[src/rtl/uart8_transmitter_pkg.sv]
// Shared UART definitions used by the transmitter and, later, the receiver.
//   - uart_state_e : frame FSM state codes (IDLE/START/DATA/PARITY/STOP)
//   - Parity*      : PARITY_MODE codes (0=none 1=even 2=odd 3=mark 4=space)
//   - parity_bit() : parity value for one data byte under a given mode
package uart8_transmitter_pkg;

    typedef enum logic [2:0] {
        StIdle   = 3'd0,
        StStart  = 3'd1,
        StData   = 3'd2,
        StParity = 3'd3,
        StStop   = 3'd4
    } uart_state_e;

    localparam int unsigned ParityNone  = 0;
    localparam int unsigned ParityEven  = 1;
    localparam int unsigned ParityOdd   = 2;
    localparam int unsigned ParityMark  = 3;
    localparam int unsigned ParitySpace = 4;

    // Even parity makes the total count of ones (data + parity) even.
    function automatic logic parity_bit(input logic [7:0] data, input int unsigned mode);
        logic p;
        case (mode)
            ParityEven: p = ^data;
            ParityOdd:  p = ~^data;
            ParityMark: p = 1'b1;
            default:    p = 1'b0;
        endcase
        return p;
    endfunction

endpackage

[src/rtl/uart_bit_timer.sv]
// Bit-period timer: counts 0..OVERSAMPLE-1 and wraps, one wrap per serial bit.
// Ports:
//   clk     in   oversampling clock
//   rst     in   asynchronous, active-high reset (count -> 0)
//   clear   in   synchronous clear; holds the count at 0 while asserted
//   pre_end out  count == OVERSAMPLE-2 (lets registered outputs line up with bit_end)
//   bit_end out  count == OVERSAMPLE-1 (last cycle of the current bit)
module uart_bit_timer #(
    parameter int unsigned OVERSAMPLE = 16
) (
    input  logic clk,
    input  logic rst,
    input  logic clear,
    output logic pre_end,
    output logic bit_end
);

    localparam int unsigned CntW = $clog2(OVERSAMPLE);
    localparam logic [CntW-1:0] CntLast = CntW'(OVERSAMPLE - 1);
    localparam logic [CntW-1:0] CntPre  = CntW'(OVERSAMPLE - 2);

    logic [CntW-1:0] cnt;

    always_ff @(posedge clk or posedge rst) begin
        if (rst) begin
            cnt <= '0;
        end else if (clear || bit_end) begin
            cnt <= '0;
        end else begin
            cnt <= cnt + 1'b1;
        end
    end

    always_comb begin
        pre_end = (cnt == CntPre);
        bit_end = (cnt == CntLast);
    end

endmodule

[src/rtl/uart8_transmitter.sv]
// 8-bit UART transmitter fed from a first-word-fall-through TX FIFO.
// Frame: start(0), 8 data bits LSB first, optional parity, 1 or 2 stop bits(1).
// Every bit lasts OVERSAMPLE clocks. Consecutive queued bytes are sent with no idle gap.
// Ports:
//   clk        in   OVERSAMPLE x baud clock
//   rst        in   asynchronous, active-high reset
//   en         in   transmit enable, consulted only at a pop decision
//   fifo_empty in   TX FIFO empty flag
//   fifo_data  in   [7:0] FIFO head, valid whenever !fifo_empty
//   fifo_rd    out  one-cycle registered pop strobe
//   out        out  registered serial line, idle high
//   busy       out  registered, high from pop to end of the last stop bit
//   done       out  registered one-cycle pulse in the last cycle of the last stop bit
//   txReady    out  combinational: en & ~fifo_empty & idle
module uart8_transmitter
    import uart8_transmitter_pkg::*;
#(
    parameter int unsigned OVERSAMPLE  = 16,
    parameter int unsigned PARITY_MODE = ParityNone,
    parameter int unsigned STOP_BITS   = 1
) (
    input  logic       clk,
    input  logic       rst,
    input  logic       en,
    input  logic       fifo_empty,
    input  logic [7:0] fifo_data,
    output logic       fifo_rd,
    output logic       out,
    output logic       busy,
    output logic       done,
    output logic       txReady
);

    localparam bit HasParity = (PARITY_MODE != 0);
    // Any STOP_BITS value other than 2 gives a single stop bit.
    localparam bit TwoStop   = (STOP_BITS == 2);

    uart_state_e state;
    logic [7:0]  shreg;
    logic        par;
    logic [2:0]  bit_idx;
    logic        stop_idx;
    logic        pre_end;
    logic        bit_end;
    logic        timer_clear;
    logic        last_stop;

    // Timer sits at 0 while idle so the start bit gets its full OVERSAMPLE cycles.
    assign timer_clear = (state == StIdle);
    assign last_stop   = TwoStop ? stop_idx : 1'b1;
    assign txReady     = en & ~fifo_empty & (state == StIdle);

    uart_bit_timer #(
        .OVERSAMPLE(OVERSAMPLE)
    ) u_bit_timer (
        .clk    (clk),
        .rst    (rst),
        .clear  (timer_clear),
        .pre_end(pre_end),
        .bit_end(bit_end)
    );

    // Outputs are registered, so each assignment to out below is the level for the bit
    // that begins on this edge.
    always_ff @(posedge clk or posedge rst) begin
        if (rst) begin
            state    <= StIdle;
            out      <= 1'b1;
            busy     <= 1'b0;
            done     <= 1'b0;
            fifo_rd  <= 1'b0;
            shreg    <= '0;
            par      <= 1'b0;
            bit_idx  <= '0;
            stop_idx <= 1'b0;
        end else begin
            fifo_rd <= 1'b0;
            done    <= 1'b0;
            case (state)
                StIdle: begin
                    out      <= 1'b1;
                    busy     <= 1'b0;
                    bit_idx  <= '0;
                    stop_idx <= 1'b0;
                    if (txReady) begin
                        fifo_rd <= 1'b1;
                        busy    <= 1'b1;
                        out     <= 1'b0;
                        shreg   <= fifo_data;
                        par     <= parity_bit(fifo_data, PARITY_MODE);
                        state   <= StStart;
                    end
                end

                StStart: begin
                    if (bit_end) begin
                        state   <= StData;
                        bit_idx <= '0;
                        out     <= shreg[0];
                    end
                end

                StData: begin
                    if (bit_end) begin
                        shreg <= {1'b0, shreg[7:1]};
                        if (bit_idx == 3'd7) begin
                            bit_idx <= '0;
                            if (HasParity) begin
                                state <= StParity;
                                out   <= par;
                            end else begin
                                state    <= StStop;
                                out      <= 1'b1;
                                stop_idx <= 1'b0;
                            end
                        end else begin
                            bit_idx <= bit_idx + 3'd1;
                            out     <= shreg[1];
                        end
                    end
                end

                StParity: begin
                    if (bit_end) begin
                        state    <= StStop;
                        out      <= 1'b1;
                        stop_idx <= 1'b0;
                    end
                end

                StStop: begin
                    // Decide one cycle early so done and the next pop land in the final
                    // stop cycle itself; the popped byte is captured as that cycle ends.
                    if (last_stop && pre_end) begin
                        done <= 1'b1;
                        if (en && !fifo_empty) begin
                            fifo_rd <= 1'b1;
                        end
                    end
                    if (bit_end) begin
                        if (!last_stop) begin
                            stop_idx <= 1'b1;
                        end else if (fifo_rd) begin
                            shreg    <= fifo_data;
                            par      <= parity_bit(fifo_data, PARITY_MODE);
                            state    <= StStart;
                            out      <= 1'b0;
                            stop_idx <= 1'b0;
                        end else begin
                            state    <= StIdle;
                            out      <= 1'b1;
                            busy     <= 1'b0;
                            stop_idx <= 1'b0;
                        end
                    end
                end

                default: begin
                    state <= StIdle;
                    out   <= 1'b1;
                    busy  <= 1'b0;
                end
            endcase
        end
    end

endmodule

[config.mk]
export PLATFORM = sky130hd
export DESIGN_NAME = uart8_transmitter
export DESIGN_NICKNAME = d
export VERILOG_FILES = /design/src/rtl/uart8_transmitter_pkg.sv /design/src/rtl/uart_bit_timer.sv /design/src/rtl/uart8_transmitter.sv
export SDC_FILE = /design/constraint.sdc
export NUM_CORES = 1
export LEC_CHECK = 0
export ABC_CLOCK_PERIOD_IN_PS = 4700
export BUFFER_PORTS_ARGS = -buffer_cell sky130_fd_sc_hd__buf_2
export CELL_PAD_IN_SITES_DETAIL_PLACEMENT = 1
export CELL_PAD_IN_SITES_GLOBAL_PLACEMENT = 1
export CORE_MARGIN = 2
export CORE_UTILIZATION = 34
export DETAILED_ROUTE_END_ITERATION = 16
export GPL_TIMING_DRIVEN = 0
export PLACE_DENSITY_LB_ADDON = 0.08
export SETUP_SLACK_MARGIN = 0.3
export SLEW_MARGIN = 5
export SYNTH_ARGS = -nofsm -noshare
export SYNTH_HDL_FRONTEND = slang
export SYNTH_HIERARCHICAL = 1
export SYNTH_SLANG_ARGS = --single-unit
[constraint.sdc]
create_clock -name clk -period 4.7 [get_ports clk]
set_clock_uncertainty 0.15 [all_clocks]
set_input_delay 0 -clock clk [delete_from_list [all_inputs] [get_ports clk]]
set_output_delay 0 -clock clk [all_outputs]
set_load 0.05 [all_outputs]
# Word-level counts from Yosys, hierarchy flattened
# Index checks and enable logic that the tools add are counted.
word_totals:
  output_inout_bits: 5
  inputBits: 12
  reg_bits: 22
  word_cells: 76
op_classes:
  reduce_logical: 12
  mux: 35
  addsub: 2
  n_bitwise: 4
  eq_ne: 15
ops:
  columns: ["operator", "count"]
  rows:
  - ["$mux W8", 4]
  - ["$mux W3", 9]
  - ["$pmux W8 S3", 1]
  - ["$mux W1", 15]
  - ["$pmux W3 S5", 1]
  - ["$pmux W3 S3", 1]
  - ["$eq A4 B4 Y1 const B", 2]
  - ["$ne A2 B1 Y1 const B", 4]
  - ["$ne A2 B2 Y1 const B", 4]
  - ["$eq A3 B2 Y1 const B", 2]
  - ["$eq A3 B3 Y1 const B", 2]
  - ["$reduce_and A3 Y1", 2]
  - ["$reduce_and A6 Y1", 1]
  - ["$reduce_bool A3 Y1", 2]
  - ["$pmux W1 S5", 1]
  - ["$reduce_and A5 Y1", 1]
  - ["$add A4 B1 Y4 const B", 1]
  - ["$mux W4", 1]
  - ["$reduce_and A4 Y1", 1]
  - ["$add A3 B1 Y3 const B", 1]
  - ["$eq A3 B1 Y1 const B", 1]
  - ["$logic_not A3 Y1", 1]
  - ["$pmux W1 S3", 1]
  - ["$reduce_or A3 Y1", 1]
  - ["other kinds (6)", 8]

# Depth between registers and ports, before layout
# Gate-level depths: netlist of run 1.
depth:
  depth_word: 5
  mapped_depth: 7
  mapped_depth_nobuf: 6

# Hierarchy
# Netlist of run 1, hierarchy kept.
by_module_without_submodules:
  columns: ["module", "n_inst", "area_per_inst_um2", "seq_area_each_um2", "cells_each"]
  rows:
  - ["uart8_transmitter", 1, 1024.7, 451.7, 96]
  - ["uart_bit_timer", 1, 203.9, 100.1, 20]

# Worst setup path before layout of run 1
# OpenSTA, ideal clock, no wires.
synth_timing:
  kind: "flip-flop to flip-flop"
  from: "register u_bit_timer.cnt[0]"
  to: "register shreg[2]"
  setup_time_ns: 0.125
  path_buffers: 1
  t_required_ns: 4.425
  stages_incl_launch_ff: 8
  slack_ns: 2.635
  period_less_slack_ns: 2.065
  arrival_ns: 1.789
  cell_sequence: "dfrtp_1 -> ha_1 -> and3_4 -> a21oi_1 -> a221oi_4 -> and2_4 -> buf_8 -> mux2_4"
synth_via:
  elab_chain_cells: 3
  word_cells_on_any_way: 4
  classes_between: "3 x eq/ne; 1 x reduce/logical"
synth_rtl:
  columns: ["element", "line", "source"]
  rows:
  - ["start, declared", "uart_bit_timer.sv:22", "logic [CntW-1:0] cnt;"]
  - ["start signal, assigned", "uart_bit_timer.sv:30", "cnt <= cnt + 1'b1;"]
  - ["$eq A4 B4 Y1 *", "uart_bit_timer.sv:36", "bit_end = (cnt == CntLast);"]
  - ["net bit_end", "uart8_transmitter.sv:44", "logic bit_end;"]
  - ["$ne A2 B1 Y1 (no source line)", null, null]
  - ["$reduce_and A5 Y1 (no source line) *", null, null]
  - ["end signal, assigned", "uart8_transmitter.sv:89", "shreg <= fifo_data;"]
  - ["end signal, assigned", "uart8_transmitter.sv:105", "shreg <= {1'b0, shreg[7:1]};"]
  - ["end signal, assigned", "uart8_transmitter.sv:144", "shreg <= fifo_data;"]
  - ["end, declared", "uart8_transmitter.sv:39", "logic [7:0] shreg;"]
# Mark *: on every way through the listed nets, which the timed path passes. The rest lies on a longest branch.
# A chain may end at the register's enable or synchronous reset.

# Worst setup path in the final report of run 1
layout_timing:
  from: "register u_bit_timer.cnt[0]"
  to: "register shreg[5]"
# The elaborated chain is that of the path after synthesis.

==> results.md, run 1 <==
* Fmax at around 450 MHz
* Port Buffer Count at 16
* Layout Utilization at about 45%
* # nets final at between 150 and 200
* DP HPWL at ~1.9 mm
* Worst Setup Start Kind: flop
* Global route hottest layer: met2
* Pwr Total at about 0.31 mW
* Most frequent cells in the layout: dfrtp_1 (21), buf_2 (19), a21oi_1 (14)
* Setup violators final at 0
* Fillers at 401
* Syn Nets at approximately 130
* Die area at ~4000 um^2
* Pwr dens at just over 200 nW/um^2
* Die W at 64.12 um
* Global routing usage on met2 at between 20% and 30%
* Max-cap violation count at 0
* Primary FF master, synth: dfrtp_1
* Wire per inst at around 14 um
* Clock sinks at 22
* Hold crit path type: in2reg
* Final Cycle Share at 47.52%
* Total congestion overflow at 0
* Worst skew pair latency at between 0.3 and 0.4 ns
* Critical path type: reg2reg
* Vias per inst at around 4.9
* Initial antenna violation count at 0
* Slew @ Worst Pin at ~0.72 ns
* Met3 GRT Util at under 10%
* Initial Utilization at approximately 36%
* Ant diodes at 0
* Worst-path clk slew at about 0.13 ns
* Setup TNS at 0 ns
* Routed vias at about 960
* Mean area per synthesized cell at between 10 and 15 um^2
* Layout overhead on the synthesized area at 23.93%
* Largest net degree at the start of global routing at 19
* Final hold violation count at 0
* Gpl congestion at between 0.7 and 0.8
* WL final at about 2.6 mm
* CTS Buf Count at 3
* Die height at approximately 64 um
* Cell variety after synth at 36
* Critical Path RT at 4.75 ns
* Synth async-reset ratio at 100.0%
* Crit end category: flop
* Rel. slew slack at between 50 and 60%
* Number of I/O pins at 17
* Peak supply drop at between 0.0001 and 0.00015 V
* Finished Layout Cells at 194
* Cells after DPL at around 180
* Crit Path Max Fanout at 8
* Slew Viols, Final at 0
* Syn Inst Count at between 100 and 150
* DR pass1 iterations at 2
* Antenna viol nets, final at 0
* DRC at 0
* Site Rows at 21
* Commonest non-fill, non-tap cell in the layout: dfrtp_1
* Tmin final at about 2.2 ns
* CTS tree: yes
* Status: finished clean
* First-pass GRT wire length at slightly below 5 mm
* Number of instances resized during post-cts repair at 0
* # H-tree levels at 1
* Register area share after synthesis at ~45%
* GRT Overall Usage at 14.77%
* Synthesis-stage register bit count at 22
* Hold_ws at about 0.040 ns
* CP arrival at approximately 2.3 ns
* Grt met1 use at between 10% and 20%
* Post-CTS Setup Inserts at 0
* Vias in the first global route at 1049
* RSZ-0062 raised after global routing: false
* Share of layout cells above drive strength 1 at between 20 and 30%
* Violation count after the first detailed-route iteration at 31
* Synthesized area at 1229 um^2
* EDFF count, synth at 0
* Synth Warn # at 6
* CTS max path bufs at 2
* Leakage at ~0.73 nW
* Clk root buf: clkbuf_4
* Core Footprint at around 3400 um^2
-- cells in the mapped netlist (2+ instances only) --
cell type	number	area share [%]
nor2_1	7	2.1
mux2_2	5	4.6
o21ai_0	2	0.81
mux2_4	5	6.1
dfrtp_1	21	43
ha_1	4	4.1
mux2i_1	2	1.6
a21oi_1	14	5.7
a21boi_0	2	1.2
nand4b_1	2	1.4
nand2_1	9	2.7
clkbuf_1	2	0.61
o22ai_1	3	1.5
nand3b_1	5	3.1
or2_2	2	1.0
buf_2	3	1.2
inv_1	7	2.1
nand2b_1	3	1.5
-- layer usage --
layer | wire length, um | part of all wire, % | vias up
met5 | 0 | 0 | -
met3 | 44 | 1.7 | 2
met1 | 1264 | 48 | 476
met2 | 1315 | 50 | 8
li1 | - | - | 472
met4 | 19 | 0.72 | 0
-- final cells by class --
cell class	instances	area [um^2]	area share [%]
timing repair buffer	28	200.2	13.15
tap	46	57.56	3.780
sequential	22	551.8	36.24
inverter	7	26.28	1.726
buffer	7	41.29	2.712
multi-input combinational	80	609.3	40.02
clock buffer	4	36.28	2.383
-- what timing repair did --
action	CTS	global route
hold endpoints to repair	30	0
hold buffers	12	0
setup endpoints to repair	0	0
-- stage by stage --
stage	worst slack, ns	cell area, um^2
floorplan	2.635	1229
global placement	2.487	1366
detailed placement	2.482	1366
CTS	2.454	1523
global route	2.355	1523
finish	2.467	1523
-- power by group --
group	internal [mW]	total, mW	switching, mW
clock network	0.0472	0.106	0.0590
registers	0.189	0.189	0
logic	0.0101	0.0169	0.00671
total	0.247	0.312	0.0657
-- final timing paths --
kind                                                   start                            to  slack (ns)  cells past startpoint
max in group asynchronous                                rst  u_bit_timer/cnt[2]$_DFF_PP0_        3.73                      4
worst max-delay path            u_bit_timer/cnt[0]$_DFF_PP0_          shreg[5]$_DFFE_PP0P_        2.47                      7
worst max register to register  u_bit_timer/cnt[0]$_DFF_PP0_          shreg[5]$_DFFE_PP0P_        2.47                      7
worst min register to register        bit_idx[1]$_DFFE_PP0P_        bit_idx[1]$_DFFE_PP0P_        0.35                      2
min in group asynchronous                                rst          state[0]$_DFFE_PP0P_        0.19                      3
worst min-delay path                                      en               out$_DFFE_PP1P_        0.04                      4
-- sequential cells by signal, indices dropped and copies added (netlist names) --
register	cells
u_bit_timer/cnt	4
out	1
state	3
busy	1
done	1
bit_idx	3
shreg	8
fifo_rd	1
-- critical path, cell delays in order, from the launching register on --
cell and delay, ns:
dfrtp_1 0.43, ha_1 0.24, and3_4 0.23, a21oi_1 0.10, a221oi_4 0.37, and2_4 0.20
buf_8 0.12, mux2_4 0.30
-- kinds of logic (layout without fill, tap and decap cells) --
family                     Yosys count  count (layout)  share of synthesized area, %
and+or+nand+nor                     36              36                         17.52
adders and majority gates            4               4                         4.073
muxes                               12              12                         12.32
xor gates and xnor gates             1               1                        0.7130
buffers and inverters               14              46                         5.499
AOI/OAI and AO/OA                   27              27                         14.97
DFF                                 22              22                         44.91
(Power assumes the default switching activity.)
==> inputs of run 2 (changes only) <==
Settings changed: ABC_CLOCK_PERIOD_IN_PS 4700 to 2300.
Clock period 4.7 ns to 2.3 ns, I/O delays scaled along.
==> run 2 against run 1 <==
  * Final area rose by 4.4%
  * Largest cell class unchanged
  * Final cell count up 2.1%
  * Combinational power up 110%
  * Via count grew 2.1%
  * Highest routed layer unchanged
  * Largest power group unchanged
  * Global-route usage is 1.4 points higher
==> results.md, run 2 (synthesis results as in run 1) <==
* Status: finished clean
* Crit Path Max Fanout at 8 (unchanged)
* Cells after DPL at 178 (unchanged)
* Finished Layout Cells at 198 (+2.1%)
* Total congestion overflow at 0 (unchanged)
* Largest register by flop count: shreg
* Layout overhead on the synthesized area at 29.43%
* RSZ-0062 raised after global routing: true
* Vias in the first global route at 1071 (+2.1%)
* DR pass1 iterations at 2 (unchanged)
* Critical Path RT at 2.36 ns (-2.39 ns)
* Ant diodes at 0 (unchanged)
* Die height at 64.12 um (unchanged)
* Violation count after the first detailed-route iteration at 23 (-26%)
* Pwr dens at 405.6 nW/um^2 (+98%)
* Dpl cell area at 1380 um^2 (+1.0%)
* CP max stage cell: dfrtp_1
* Area of the multi-input gates at 640.6 um^2 (+5.1%)
* Wire per inst at 14.47 um (+6.2%)
* Vias per inst at 4.939 (about the same)
* Hold crit path type: in2async
* Initial antenna violation count at 0 (unchanged)
* CTS Buf Count at 3 (unchanged)
* Die W at 64.12 um (unchanged)
* CTS max path bufs at 2 (unchanged)
* Sequential cell area at 551.8 um^2 (unchanged)
* WL final at 2.866 mm (+8.4%)
* Clock sinks at 22 (unchanged)
* Worst Setup Start Kind: flop
* Max FFs per register at 8 (unchanged)
* # H-tree levels at 1 (unchanged)
* First-pass GRT wire length at 5.119 mm (+5.5%)
* Fillers at 393 (-2.0%)
* Final hold violation count at 0 (unchanged)
* Buffers & Inverters on Critical Path at 1 (unchanged)
* Rel. slew slack at 50.52% (-1.2 points)
* Biggest regs: shreg x8, u_bit_timer/cnt x4
* Initial Utilization at 35.97% (unchanged)
* CP top delay family: flip-flops
* Leakage at 0.7598 nW (+4.0%)
* CP arrival at 2.07 ns (-0.21 ns)
* Worst skew pair latency at 0.31 ns (about the same)
* Clk root buf: clkbuf_4
* Crit end category: flop
* DP HPWL at 2.037 mm (+8.1%)
* Die area at 4111 um^2 (unchanged)
* Routed vias at 978 (+2.1%)
* Peak supply drop at 0.0002112 V (+87%)
* Setup TNS at 0 ns (unchanged)
* Pwr Total at 0.6450 mW (+110%)
* Core Footprint at 3416 um^2 (unchanged)
* Site Rows at 21 (unchanged)
* Commonest non-fill, non-tap cell in the layout: dfrtp_1
* Slew @ Worst Pin at 0.7414 ns (+0.01872 ns)
* Antenna viol nets, final at 0 (unchanged)
* Fmax at 498.3 MHz (+11%)
* Largest net degree at the start of global routing at 19 (unchanged)
* GRT Overall Usage at 16.20% (+1.4 points)
* Port Buffer Count at 16 (unchanged)
* Share of layout cells above drive strength 1 at 32.89% (+4.5 points)
* Final WS setup at 0.2931 ns (-2.174 ns)
* # nets final at 169 (+2.4%)
* Number of I/O pins at 17 (unchanged)
* CTS tree: yes
* Tmin final at 2.007 ns (-0.2264 ns)
* DRC at 0 (unchanged)
* Final Cycle Share at 87.26% (+40 points)
* Gpl congestion at 0.7177 (+2.5%)
* Final instance area at 1590 um^2 (+4.4%)
* CP max stage delay at 0.42 ns (about the same)
* Max-cap violation count at 0 (unchanged)
* Setup violators final at 0 (unchanged)
* Critical-path cell list: ha_4, and3_4, a21oi_4, a221oi_4, and2_4, buf_8, mux2_4
* Critical path type: reg2reg
* Dpl ws at 0.1079 ns (-2.375 ns)
* Slew Viols, Final at 0 (unchanged)
* Worst-path clk slew at 0.13 ns (about the same)
* Most frequent cells in the layout: dfrtp_1 (21), buf_2 (17), a21oi_1 (13)
==> run 2: area by class of cell <==
cell class	count	share of cell area (%)
Multi-Input combinational cell	80	40.28
Sequential cell	22	34.70
Buffer	7	2.832
Clock buffer	4	2.282
Inverter	7	1.652
Timing Repair Buffer	32	14.63
Tap cell	46	3.619
==> run 2: worst register-to-register path: stages (launching register included) <==
cell      delay (ns)
dfrtp_1         0.42
ha_4            0.15
and3_4          0.22
a21oi_4         0.07
a221oi_4        0.29
and2_4          0.19
buf_8           0.13
mux2_4          0.31
==> run 2: report_power, final <==
group / internal [mW] / total, mW / leakage [nW] / switching [mW]
logic: 0.0218 / 0.0359 / 0.460 / 0.0142
registers: 0.387 / 0.387 / 0.279 / 0
clock network: 0.0968 / 0.222 / 0.0210 / 0.125
total: 0.505 / 0.645 / 0.760 / 0.140
==> run 2: layer usage <==
layer / track usage [%] / wire [um]
met4: 4.787 / 37
met5: 0 / 0
met2: 28.13 / 1440
met1: 20.67 / 1337
met3: 2.641 / 51
==> run 2: timing repair <==
item | CTS | global route
pin swaps | 3 | 1
setup buffers | 4 | 0
hold buffers | 12 | 0
cloned | 0 | 0
hold endpoints to repair | 30 | 0
endpoints found under the setup margin | 9 | 9
gates resized for setup | 4 | 3
==> run 2: path summary, 6_finish.rpt <==
check / startpoint / to / slack, ns / cells past startpoint
worst max-delay path: u_bit_timer/cnt[0]$_DFF_PP0_ / shreg[2]$_DFFE_PP0P_ / 0.29 / 7
worst min-delay path: rst / shreg[2]$_DFFE_PP0P_ / 0.20 / 3
worst max register to register: u_bit_timer/cnt[0]$_DFF_PP0_ / shreg[2]$_DFFE_PP0P_ / 0.29 / 7
worst min register to register: bit_idx[1]$_DFFE_PP0P_ / bit_idx[1]$_DFFE_PP0P_ / 0.35 / 2
max in group asynchronous: rst / shreg[7]$_DFFE_PP0P_ / 1.34 / 3
min in group clk: fifo_data[7] / shreg[7]$_DFFE_PP0P_ / 0.31 / 4
==> run 2: per-stage QoR <==
step	utilization (%)	hold WS, ns
global placement	40.40	-0.2512
finish	46.56	0.2021
global route	46.56	0.2738
CTS	46.37	0.2184
detailed placement	40.40	-0.2460
floorplan	-	-0.3839
